[config.mk]
export PLATFORM = sky130hd
export DESIGN_NAME = serial_subtractor
export DESIGN_NICKNAME = d
export VERILOG_FILES = /design/src/rtl/serial_subtractor.sv
export SDC_FILE = /design/constraint.sdc
export NUM_CORES = 1
export LEC_CHECK = 0
export CORE_MARGIN = 2
export CORE_UTILIZATION = 35
export CTS_CLUSTER_DIAMETER = 60
export DETAILED_ROUTE_END_ITERATION = 7
export PLACE_DENSITY_LB_ADDON = 0.1
export RECOVER_POWER = 50
export SLEW_MARGIN = 20
export SYNTH_ARGS = -nofsm -noshare
export SYNTH_HDL_FRONTEND = slang
export SYNTH_SLANG_ARGS = --single-unit
[constraint.sdc]
create_clock -name clock -period 2.54 [get_ports clock]
set_input_delay 0.508 -clock clock [delete_from_list [all_inputs] [get_ports clock]]
set_output_delay 0.508 -clock clock [all_outputs]
set_load 0.02 [all_outputs]
[src/rtl/serial_subtractor.sv]
// Bit-serial subtractor: LSB-first ripple-borrow over WIDTH cycles.
// Three-state control (IDLE/RUN/DONE) with a parallel result and a final borrow.
module serial_subtractor #(
  parameter int WIDTH = 8
) (
  input  logic             clock,
  input  logic             reset,
  input  logic             start,
  input  logic [WIDTH-1:0] a,
  input  logic [WIDTH-1:0] b,
  input  logic             b_in,
  output logic             busy,
  output logic             diff_bit,
  output logic             diff_valid,
  output logic [WIDTH-1:0] diff,
  output logic             b_out,
  output logic             done
);

  localparam int CW = $clog2(WIDTH + 1);
  localparam logic [CW-1:0] LAST = CW'(WIDTH - 1);

  typedef enum logic [1:0] {
    IDLE = 2'd0,
    RUN  = 2'd1,
    DONE = 2'd2
  } state_t;

  state_t state, state_nx;

  logic [WIDTH-1:0] a_sr, b_sr;
  logic [CW-1:0] cnt;
  logic br;
  logic a0, b0, d, br_nx;
  logic accept, last;

  assign a0     = a_sr[0];
  assign b0     = b_sr[0];
  assign d      = a0 ^ b0 ^ br;
  assign br_nx  = (~a0 & b0) | (~(a0 ^ b0) & br);
  assign accept = start && (state != RUN);
  assign last   = (state == RUN) && (cnt == LAST);

  always_ff @(posedge clock) begin
    if (reset) state <= IDLE;
    else       state <= state_nx;
  end

  always_comb begin
    state_nx = state;
    unique case (state)
      IDLE:    if (start) state_nx = RUN;
      RUN:     if (last)  state_nx = DONE;
      DONE:    state_nx = start ? RUN : IDLE;
      default: state_nx = IDLE;
    endcase
  end

  always_comb begin
    busy = (state == RUN);
    done = (state == DONE);
  end

  always_ff @(posedge clock) begin
    if (reset) begin
      a_sr       <= '0;
      b_sr       <= '0;
      br         <= 1'b0;
      cnt        <= '0;
      diff       <= '0;
      diff_bit   <= 1'b0;
      diff_valid <= 1'b0;
      b_out      <= 1'b0;
    end else if (state == RUN) begin
      a_sr       <= a_sr >> 1;
      b_sr       <= b_sr >> 1;
      br         <= br_nx;
      cnt        <= cnt + 1'b1;
      diff       <= {d, diff[WIDTH-1:1]};
      diff_bit   <= d;
      diff_valid <= 1'b1;
      if (last) b_out <= br_nx;
    end else begin
      diff_valid <= 1'b0;
      if (accept) begin
        a_sr  <= a;
        b_sr  <= b;
        br    <= b_in;
        cnt   <= '0;
        diff  <= '0;
        b_out <= 1'b0;
      end
    end
  end

endmodule
Yosys cells after proc, flatten, opt, wreduce, memory -nomap -nowiden
Index checks and enable logic that the tools add are counted.
W data, S select, Z words.
- register bits: 34
- output and inout port bits: 13
- word-level logic and storage cells: 50
- $add $sub $neg: 1
- equality and inequality tests: 6
- muxes and demuxes: 18
- bitwise gates (word level): 7
- reductions and logical operators: 7
- operator list (cell ; number):
    $mux W7 ; 4
    $mux W8 ; 2
    $mux W4 ; 2
    $mux W1 ; 7
    $pmux W2 S3 ; 1
    $add A4 B1 Y4 const B ; 1
    $eq A4 B3 Y1 const B ; 1
    $mux W2 ; 2
    $ne A2 B1 Y1 const B ; 2
    $reduce_and A2 Y1 ; 2
    $and A1 B1 Y1 ; 2
    $eq A2 B1 Y1 const B ; 1
    $eq A2 B2 Y1 const B ; 1
    $logic_and A1 B1 Y1 ; 2
    $logic_not A2 Y1 ; 1
    $ne A2 B2 Y1 const B ; 1
    $not A1 Y1 ; 2
    $reduce_bool A2 Y1 ; 1
    $reduce_or A2 Y1 ; 1
    $xor A1 B1 Y1 ; 2
    $or A1 B1 Y1 ; 1

Depth between registers and ports, before layout
Gate-level depths: netlist of run 1.
- word-level depth: 6
- gate-level depth with buffers: 5

Least setup slack after synthesis of run 1
Ideal clock, no wire load.
- kind: register to output
- from: reg state[1]
- to: out busy
- arrival: 0.818 ns
- path slack: 1.214 ns
- cell stages (with the launch flop): 4
- path through: dfxtp_1 nand2b_4 clkinv_1 buf_2
- longest elaborated chain between the ends: 1
- ends and longest elaborated chain (element ; line ; RTL):
    start: declaration ; 29 ; state_t state, state_nx;
    start signal: assignment ; 46 ; else state <= state_nx;
    $eq A2 B1 Y1 ; 60 ; busy = (state == RUN);
    end: declaration ; 12 ; output logic busy,
Every way passes these cells.

Worst setup path in the final report of run 1
- from: reg state[0]
- to: out done
- longest elaborated chain between the ends: 1
- ends and longest elaborated chain (element ; line ; RTL):
    $eq A2 B2 Y1 ; 61 ; done = (state == DONE);
    end: declaration ; 17 ; output logic done
Every way passes these cells.

==> qor.csv, run 1 <==
stage;metric;value;unit
clocking;Post-CTS Setup Inserts;0;
synthesis;commonest cells in the netlist;34 x dfxtp_1, 16 x a211oi_1, 16 x mux2i_1, 16 x nor2_1, 15 x nand3_1;
clocking;Max Root-Sink Buffers;2;
placement;RePlAce Congestion;0.7410;
grt;largest net degree at the start of global routing;48;
sta;worst setup margin;0.6344;ns
synthesis;Ys Warns;0;
sta;RSZ-0062 raised after global routing;no;
floorplanning;die width;67.59;um
pwr;Int Power;0.8339;mW
synthesis;Seq/Total Area, Yosys;48.10;%
pwr;Sequential Power Share;52.7;%
pwr;leak pwr;0.7168;nW
pwr;Max VDD drop;0.0003013;V
finish;Finished Layout Cells;234;
finish;layout overhead on the synthesized area;30.86;%
route;Initial DRC Count;87;
placement;number of port buffers;32;
route;Wirelength per Cell;12.36;um
synthesis;count of cell types in the netlist;24;
floorplanning;Core Region;0.003943;mm^2
grt;GRT overflow;0;
sta;Fin. Hold Viols;0;
route;DR pass1 iterations;4;
sta;Slew @ Worst Pin;0.7069;ns
worst_setup_path;worst endpoint required time;2.03;ns
sta;hold slack;0.4549;ns
synthesis;Post-synth EDFFs;0;
pwr;Clock power frac;32.6;%
worst_setup_path;R2R cell count;4;
clocking;Post-CTS Hold Fix Bufs;0;
pwr;Sw Share;24.58;%
min_path;WHS Endpoint;diff_bit$_SDFFE_PP0P_;
route;DR vias;1170;
placement;DP Wirelength;1944;um
clocking;Skew-Pair Late Insertion Delay;0.28;ns
clocking;H-tree Lvls;2;
grt;vias in the first global route;1189;
placement;placement-stage worst setup slack;0.4564;ns
flow_run;max capacitance violation total;0;
synthesis;Yosys top cell area share;48.10;%
sta;endpoints failing setup;0;
worst_setup_path;FF-to-FF End;cnt[2]$_SDFFE_PP0P_;
finish;multi-input logic area;654.4;um^2
finish;post-route design area;0.001852;mm^2
sta;Slew HR;52.71;%
synthesis;most common cell in the netlist;dfxtp_1;
sta;Tcrit/Tclk final;75.02;%
min_path;HP Class;flip-flop to flip-flop;
floorplanning;io pins;33;
finish;antenna diode count;0;
finish;Layout Nets;206;
pwr;NetSw;0.2718;mW
floorplanning;# rows;23;
clocking;Worst-path clk slew;0.06;ns
worst_setup_path;CP arrival;1.40;ns
synthesis;syn_nets;175;
grt;global-route wire length before repair;5133;um
finish;Util after Layout;46.97;%
sta;maximum clock rate;524.8;MHz
sta;Final Slew Violations;0;
placement;Post-DP Area;0.001783;mm^2
grt;initial antenna violation count;0;
synthesis;Synth area leaders;dfxtp_1 48%, mux2i_1 11%, a211oi_1 8.5%;
min_path;hold_sp;diff_bit$_SDFFE_PP0P_;
clocking;post-CTS sizing;0;
clocking;CTS Root Cell;clkbuf_8;
synthesis;syn avg cell area;9.249;um^2
sta;Worst Skew;0.006160;ns
status;status;complete, no violations;
synthesis;Primary FF master, synth;dfxtp_1;
synthesis;#FFs+latches synth;34;
route;final WL;2892;um
floorplanning;Starting Density;35.89;%
pwr;Power Density;597.1;mW/mm^2
clocking;clock tree from TritonCTS;yes;
floorplanning;chip height;67.59;um
clocking;CTS buffer count;5;
worst_setup_path;Worst R2R Setup Slack;1.02;ns
min_path;hold depth;2;
pwr;Logic pwr share;14.7;%
sta;TNS Setup;0;ns
synthesis;ys async rst share;0;%
synthesis;post-synthesis cell area;0.001415;mm^2
route;Routed Antenna Nets;0;
sta;crit path time final;1.906;ns
worst_setup_path;Crit. End Element;primary output;
pwr;final total power;1.106;mW
clocking;CTS sink count;34;
finish;share of cells above drive strength 1;5.435;%
synthesis;Post-Syn Instances;153;
floorplanning;die area;0.004568;mm^2
grt;total track usage;14.90;%
worst_setup_path;crit path max fanout;3;
finish;flip-flop and latch area;680.7;um^2
synthesis;leading area contributor after synthesis;dfxtp_1;
worst_setup_path;Critical Path Start Type;flip-flop;
worst_setup_path;Setup CP Type;flip-flop to primary output;
placement;Cell Count Post-Placement;227;
route;DRC;0;
finish;fillers;387;
route;DR vias/cell;5.000;
worst_setup_path;RR Startpoint;state[1]$_SDFFE_PP0P_;
==> kinds of logic after synthesis <==
family	after synthesis	synth area share (%)
buffers and inverters	17	5.658
adders and majority gates	2	2.299
and+or+nand+nor	51	16.89
muxes	17	12.11
DFF	34	48.10
AOI/OAI and AO/OA	32	14.94
==> state kept, by name, indices dropped and copies added (netlist names) <==
name / count
diff_bit: 1
br: 1
b_out: 1
cnt: 4
a_sr: 8
state: 2
b_sr: 8
diff_valid: 1
diff: 8
==> critical path, cell delays in order, from the launching register on <==
cell,delay (ns)
dfxtp_1,0.34
and2b_1,0.20
clkdlybuf4s50_1,0.59
==> power groups by stage <==
stage	Combinational, mW	Sequential (mW)	Clock, mW
after floorplan	0.102	0.596	0
final	0.162	0.583	0.360
after CTS	0.168	0.583	0.375
after global routing	0.183	0.587	0.400
after global placement	0.164	0.594	0
after detailed placement	0.167	0.595	0
==> worst max-delay path by stage <==
stage | from | end | slack (ns) | depth (start not counted)
2_1_floorplan | state[1]$_SDFFE_PP0P_ | busy | 1.21 | 3
3_3_place_gp | start | b_out$_SDFFE_PP0P_ | 0.47 | 4
3_5_place_dp | start | b_out$_SDFFE_PP0P_ | 0.46 | 4
4_1_cts | state[0]$_SDFFE_PP0P_ | done | 0.61 | 2
5_1_grt | start | cnt[3]$_SDFFE_PP0P_ | 0.51 | 4
6_report | state[0]$_SDFFE_PP0P_ | done | 0.63 | 2
==> cells in the final DEF (no fill, tap or decap), types with 2 or more instances in the layout <==
cell	count
or3_1	2
dfxtp_1	34
nor2_1	16
a31oi_1	2
clkbuf_8	5
a21oi_1	12
dlygate4sd3_1	7
mux2i_1	16
nor3_1	3
clkdlybuf4s50_1	25
a211oi_1	16
nand3_1	15
nand2_1	11
inv_1	3
buf_4	2
clkbuf_1	4
==> final cells by class <==
type	count	share of cell area, %
clock buffers	7	4.122
inverters	4	0.8108
multi-input cells	102	35.34
flip-flops and latches	34	36.76
well taps	50	3.378
repair buffers	37	19.59
==> metal layers <==
layer  share of wire [%]  vias to the layer above  GRT usage, %  routed length (um)
met5                   0                        -             0                   0
met1                  47                      546         17.91                1368
li1                    -                      598             -                   -
met3                 4.9                        2         5.000                 141
met4                0.80                        0         6.122                  23
met2                  47                       24         24.26                1358
No activity file was read; power rests on OpenSTA's default activity.
==> run 2, diff against run 1 <==
Clock period 2.54 ns to 1.74 ns, I/O delays scaled along.
==> qor.csv, run 2 (synthesis results as in run 1) <==
stage;metric;value;unit;change
status;status;complete, no violations;;
finish;post-route design area;0.001877;mm^2;+1.4%
grt;total track usage;15.02;%;+0.12 points
clocking;Post-CTS Setup Inserts;0;;unchanged
sta;Slew HR;73.47;%;+21 points
route;final WL;2924;um;+1.1%
worst_setup_path;R2R cell count;4;;unchanged
floorplanning;die area;0.004568;mm^2;unchanged
clocking;CTS sink count;34;;unchanged
grt;initial antenna violation count;0;;unchanged
pwr;Int Power;1.265;mW;+52%
sta;Slew @ Worst Pin;0.3975;ns;-0.3094 ns
pwr;Power Density;891.9;mW/mm^2;+49%
pwr;Logic pwr share;14.4;%;-0.3 points
route;Wirelength per Cell;12.39;um;+0.25%
floorplanning;chip height;67.59;um;unchanged
route;DR vias/cell;4.983;;-0.34%
finish;Layout Nets;207;;+0.49%
grt;global-route wire length before repair;5202;um;+1.3%
worst_setup_path;Critical Path Start Type;flip-flop;;
placement;Cell Count Post-Placement;228;;+0.44%
route;DR pass1 iterations;4;;unchanged
flow_run;max capacitance violation total;0;;unchanged
worst_setup_path;slowest cell on the critical path;clkdlybuf4s50_1;;
min_path;hold_sp;diff_bit$_SDFFE_PP0P_;;
placement;Post-DP Area;0.001803;mm^2;+1.1%
route;DR vias;1176;;+0.51%
sta;Tcrit/Tclk final;94.29;%;
worst_setup_path;CP delay by family, top;buffers and inverters;;
worst_setup_path;Worst R2R Setup Slack;0.32;ns;-0.70 ns
pwr;leak pwr;0.7289;nW;+1.7%
min_path;WHS Endpoint;diff_bit$_SDFFE_PP0P_;;
finish;Util after Layout;47.60;%;+0.63 points
floorplanning;Core Region;0.003943;mm^2;unchanged
clocking;Skew-Pair Late Insertion Delay;0.28;ns;about the same
worst_setup_path;Crit. End Element;primary output;;
floorplanning;Starting Density;35.89;%;unchanged
finish;share of cells above drive strength 1;8.065;%;+2.6 points
worst_setup_path;RR Startpoint;state[1]$_SDFFE_PP0P_;;
route;Initial DRC Count;63;;-28%
sta;endpoints failing setup;0;;unchanged
finish;antenna diode count;0;;unchanged
clocking;CTS Root Cell;clkbuf_8;;
sta;maximum clock rate;609.5;MHz;
finish;commonest cells after routing, fill and taps aside;34 x dfxtp_1, 29 x clkdlybuf4s50_1, 16 x mux2i_1, 16 x nor2_1, 16 x a211oi_1;;
worst_setup_path;crit path max fanout;3;;unchanged
worst_setup_path;Setup CP Type;flip-flop to primary output;;
sta;crit path time final;1.641;ns;
grt;vias in the first global route;1222;;+2.8%
grt;GRT overflow;0;;unchanged
finish;Finished Layout Cells;236;;+0.85%
clocking;Max Root-Sink Buffers;2;;unchanged
sta;Worst Skew;0.005610;ns;-0.0005501 ns
route;Routed Antenna Nets;0;;unchanged
route;DRC;0;;unchanged
finish;commonest non-fill, non-tap cell in the layout;dfxtp_1;;
placement;RePlAce Congestion;0.6937;;-6.4%
worst_setup_path;WP buf/inv;1;;unchanged
worst_setup_path;CP arrival;1.29;ns;-0.11 ns
worst_setup_path;crit path cell chain;clkdlybuf4s50_1;;
finish;Largest regs;a_sr x8, b_sr x8, diff x8;;
clocking;CTS buffer count;5;;unchanged
placement;number of port buffers;32;;unchanged
finish;fillers;381;;-1.6%
clocking;Worst-path clk slew;0.06;ns;about the same
grt;largest net degree at the start of global routing;35;;-27%
pwr;Clock power frac;34.7;%;+2.1 points
floorplanning;# rows;23;;unchanged
worst_setup_path;worst endpoint required time;1.39;ns;-0.64 ns
min_path;hold depth;2;;unchanged
clocking;clock tree from TritonCTS;yes;;
pwr;Sw Share;24.43;%;-0.16 points
placement;DP Wirelength;1956;um;+0.61%
sta;RSZ-0062 raised after global routing;no;;
sta;TNS Setup;0;ns;unchanged
pwr;NetSw;0.4089;mW;+50%
worst_setup_path;FF-to-FF End;cnt[2]$_SDFFE_PP0P_;;
min_path;HP Class;flip-flop to flip-flop;;
pwr;Max VDD drop;0.0004904;V;+63%
pwr;final total power;1.674;mW;+51%
floorplanning;io pins;33;;unchanged
floorplanning;die width;67.59;um;unchanged
sta;Final Slew Violations;0;;unchanged
clocking;H-tree Lvls;2;;unchanged
sta;Fin. Hold Viols;0;;unchanged
finish;layout overhead on the synthesized area;32.63;%;
worst_setup_path;Largest stage delay, worst path;0.65;ns;+0.06 ns
pwr;Sequential Power Share;50.9;%;-1.8 points
run 2: cell types whose count changed in the layout (fill, tap and decap cells not counted), sizes merged:
| cell | delta |
|---|---|
| clkbuf | -1 |
| dlygate4sd3 | -6 |
| clkinv | +1 |
| dlygate4sd2 | +2 |
| clkdlybuf4s50 | +4 |
| buf | +2 |
run 2: cell type report:
cell class	count	area [um^2]	area share [%]
repair buffers	38	372.9	19.87
clock inverters	1	5.005	0.2667
clock buffers	7	86.33	4.600
multi-input cells	102	654.4	34.87
well taps	50	62.56	3.333
flip-flops and latches	34	680.7	36.27
inverters	4	15.01	0.8000
run 2: what timing repair did:
item,CTS,global route
gates resized for setup,2,0
endpoints found under the setup margin,2,0
hold buffers,0,0
run 2: per-stage QoR:
| stage | setup WS, ns | hold WS, ns |
|---|---|---|
| 4_1_cts | 0.06941 | 0.4711 |
| 3_3_place_gp | 0.1237 | 0.4475 |
| 5_1_grt | 0.03500 | 0.4967 |
| 2_1_floorplan | 0.4209 | 0.4617 |
| 6_report | 0.09940 | 0.4635 |
| 3_5_place_dp | 0.09369 | 0.4587 |
run 2: layer usage:
metal / GRT usage [%] / wire length (um)
met5: 0 / 0
met3: 5.667 / 129
met4: 5.357 / 18
met2: 24.88 / 1384
met1: 17.66 / 1392
run 2: worst max-delay path by stage:
stage	cells past startpoint	slack, ns	from	endpoint
after floorplan	4	0.42	b_sr[0]$_SDFFE_PP0P_	b_out$_SDFFE_PP0P_
after global placement	5	0.12	start	br$_SDFFE_PP0P_
after detailed placement	5	0.09	start	br$_SDFFE_PP0P_
after CTS	1	0.07	diff[6]$_SDFFE_PP0P_	diff[6]
after global routing	1	0.04	diff[6]$_SDFFE_PP0P_	diff[6]
final	1	0.1	diff[6]$_SDFFE_PP0P_	diff[6]
run 2: power groups by stage:
stage,Combinational (mW),Clock [mW],Sequential (mW)
after floorplan,0.148,0,0.869
after global placement,0.247,0,0.868
after detailed placement,0.251,0,0.870
after CTS,0.251,0.607,0.852
after global routing,0.271,0.642,0.858
final,0.242,0.580,0.852
==> run 3, diff against run 2 <==
Settings changed: CORE_UTILIZATION 35 to 25, SETUP_SLACK_MARGIN from default to 0.3.
==> qor.csv, run 3 (synthesis results as in run 1) <==
stage;metric;value;unit;change
status;status;complete, no violations;;
worst_setup_path;CP delay by family, top;buffers and inverters;;
finish;layout overhead on the synthesized area;35.54;%;
sta;Final Slew Violations;0;;unchanged
clocking;clock tree from TritonCTS;yes;;
route;Routed Antenna Nets;0;;unchanged
min_path;hold depth;2;;unchanged
route;DR vias;1201;;+2.1%
worst_setup_path;Crit. End Element;flip-flop;;
worst_setup_path;slowest cell on the critical path;clkbuf_2;;
sta;Fin. Hold Viols;0;;unchanged
floorplanning;die width;79.24;um;+17%
worst_setup_path;Largest stage delay, worst path;0.60;ns;-0.05 ns
route;DR vias/cell;4.655;;-6.6%
route;DRC;0;;unchanged
grt;initial antenna violation count;0;;unchanged
clocking;Worst-path clk slew;0.07;ns;about the same
placement;placement-stage worst setup slack;0.1426;ns;+0.04886 ns
sta;endpoints failing setup;0;;unchanged
min_path;HP Class;flip-flop to flip-flop;;
finish;Layout Nets;207;;unchanged
placement;Post-DP Area;0.001831;mm^2;+1.5%
pwr;final total power;1.777;mW;+6.2%
grt;GRT overflow;0;;unchanged
clocking;Max Root-Sink Buffers;2;;unchanged
grt;largest net degree at the start of global routing;35;;unchanged
route;Wirelength per Cell;13.39;um;+8.1%
sta;crit path time final;1.423;ns;-0.2180 ns
worst_setup_path;Setup CP Type;input pin to flip-flop;;
floorplanning;Core Region;0.005473;mm^2;+39%
floorplanning;io pins;33;;unchanged
worst_setup_path;crit path cell chain;clkdlybuf4s50_1 > clkbuf_2 > nor3_1;;
grt;vias in the first global route;1273;;+4.2%
pwr;leak pwr;0.7889;nW;+8.2%
worst_setup_path;WP depth;3;;+2
flow_run;max capacitance violation total;0;;unchanged
clocking;H-tree Lvls;2;;unchanged
worst_setup_path;crit path max fanout;34;;+31
finish;post-route design area;0.001918;mm^2;+2.2%
finish;Util after Layout;35.05;%;-13 points
finish;antenna diode count;0;;unchanged
sta;hold slack;0.4682;ns;+0.004767 ns
worst_setup_path;Critical Path Start Type;input pin;;
worst_setup_path;CP arrival;1.55;ns;+0.26 ns
finish;commonest non-fill, non-tap cell in the layout;dfxtp_1;;
worst_setup_path;R2R cell count;4;;unchanged
clocking;Post-CTS Setup Inserts;0;;unchanged
floorplanning;chip height;79.24;um;+17%
clocking;CTS sink count;34;;unchanged
clocking;CTS Root Cell;clkbuf_8;;
sta;maximum clock rate;702.9;MHz;+15%
pwr;Power Density;926.4;mW/mm^2;+3.9%
placement;RePlAce Congestion;0.7134;;+2.8%
floorplanning;Starting Density;25.86;%;-10 points
sta;Tcrit/Tclk final;81.76;%;-13 points
finish;Largest regs;a_sr x8, b_sr x8, diff x8;;
sta;RSZ-0062 raised after global routing;no;;
worst_setup_path;WP buf/inv;2;;+1
placement;Cell Count Post-Placement;250;;+9.6%
route;DR pass1 iterations;4;;unchanged
clocking;CTS buffer count;5;;unchanged
grt;global-route wire length before repair;5906;um;+14%
clocking;Skew-Pair Late Insertion Delay;0.28;ns;about the same
grt;total track usage;11.99;%;-3.0 points
sta;Slew HR;49.29;%;-24 points
floorplanning;die area;0.006278;mm^2;+37%
sta;TNS Setup;0;ns;unchanged
route;final WL;3454;um;+18%
placement;DP Wirelength;2159;um;+10%
finish;commonest cells after routing, fill and taps aside;33 x dfxtp_1, 19 x clkdlybuf4s50_1, 16 x mux2i_1, 16 x nor2_1, 16 x a211oi_1;;
sta;worst setup margin;0.3174;ns;+0.2180 ns
pwr;Max VDD drop;0.0005213;V;+6.3%
route;Initial DRC Count;53;;-16%
worst_setup_path;worst endpoint required time;1.87;ns;+0.48 ns
placement;number of port buffers;32;;unchanged
floorplanning;# rows;27;;+17%
finish;share of cells above drive strength 1;10.75;%;+2.7 points
clocking;Post-CTS Hold Fix Bufs;0;;unchanged
sta;Worst Skew;0.004427;ns;-0.001183 ns
finish;Finished Layout Cells;258;;+9.3%
sta;Slew @ Worst Pin;0.7607;ns;+0.3632 ns
==> run 3: cell types whose count changed in the layout (fill, tap and decap cells not counted), sizes merged <==
cell           previous run  this run
dlygate4sd3               1         0
clkdlybuf4s50            29        19
clkinv                    2         1
dlygate4sd2               2        11
clkbuf                    8        10
buf                       5         6
==> run 3: final timing paths <==
path	start	end	slack (ns)
worst max register to register	state[1]$_SDFFE_PP0P_	cnt[2]$_SDFFE_PP0P_	0.39
worst min register to register	diff[3]$_SDFFE_PP0P_	diff[2]$_SDFFE_PP0P_	0.47
worst min-delay path	diff[3]$_SDFFE_PP0P_	diff[2]$_SDFFE_PP0P_	0.47
worst max-delay path	reset	state[1]$_SDFFE_PP0P_	0.32
==> run 3: area by class of cell <==
cell class / instances / area, um^2
Fill cell: 603 / 3555
Sequential cell: 34 / 681.9
Multi-Input combinational cell: 102 / 656.9
Timing Repair Buffer: 38 / 364.1
Clock buffer: 8 / 110.1
Tap cell: 72 / 90.09
Inverter: 4 / 15.01
==> run 3: timing repair <==
item                       CTS  global route
resized for setup           17             6
pin swaps                    0             0
setup endpoints to repair   14             7
==> run 3: routing by layer <==
| metal | vias up | part of all wire, % | global-route usage, % |
|---|---|---|---|
| met4 | 0 | 1.6 | 5.172 |
| met2 | 26 | 45 | 19.15 |
| met3 | 5 | 5.5 | 3.750 |
| li1 | 601 | - | - |
| met5 | - | 0 | 0 |
| met1 | 569 | 48 | 14.86 |
==> run 3: worst register-to-register path, cell delays in order (launching register included) <==
cell      delay [ns]
dfxtp_1         0.34
nand2b_4        0.15
buf_12          0.18
mux2_2          0.35
a211oi_1        0.23
==> run 3: power breakdown <==
part / internal [mW] / switching (mW) / total [mW] / leakage [nW]
combinational: 0.125 / 0.129 / 0.254 / 0.452
clock: 0.399 / 0.273 / 0.672 / 0.0575
sequential: 0.826 / 0.0253 / 0.851 / 0.279
total: 1.35 / 0.427 / 1.78 / 0.789
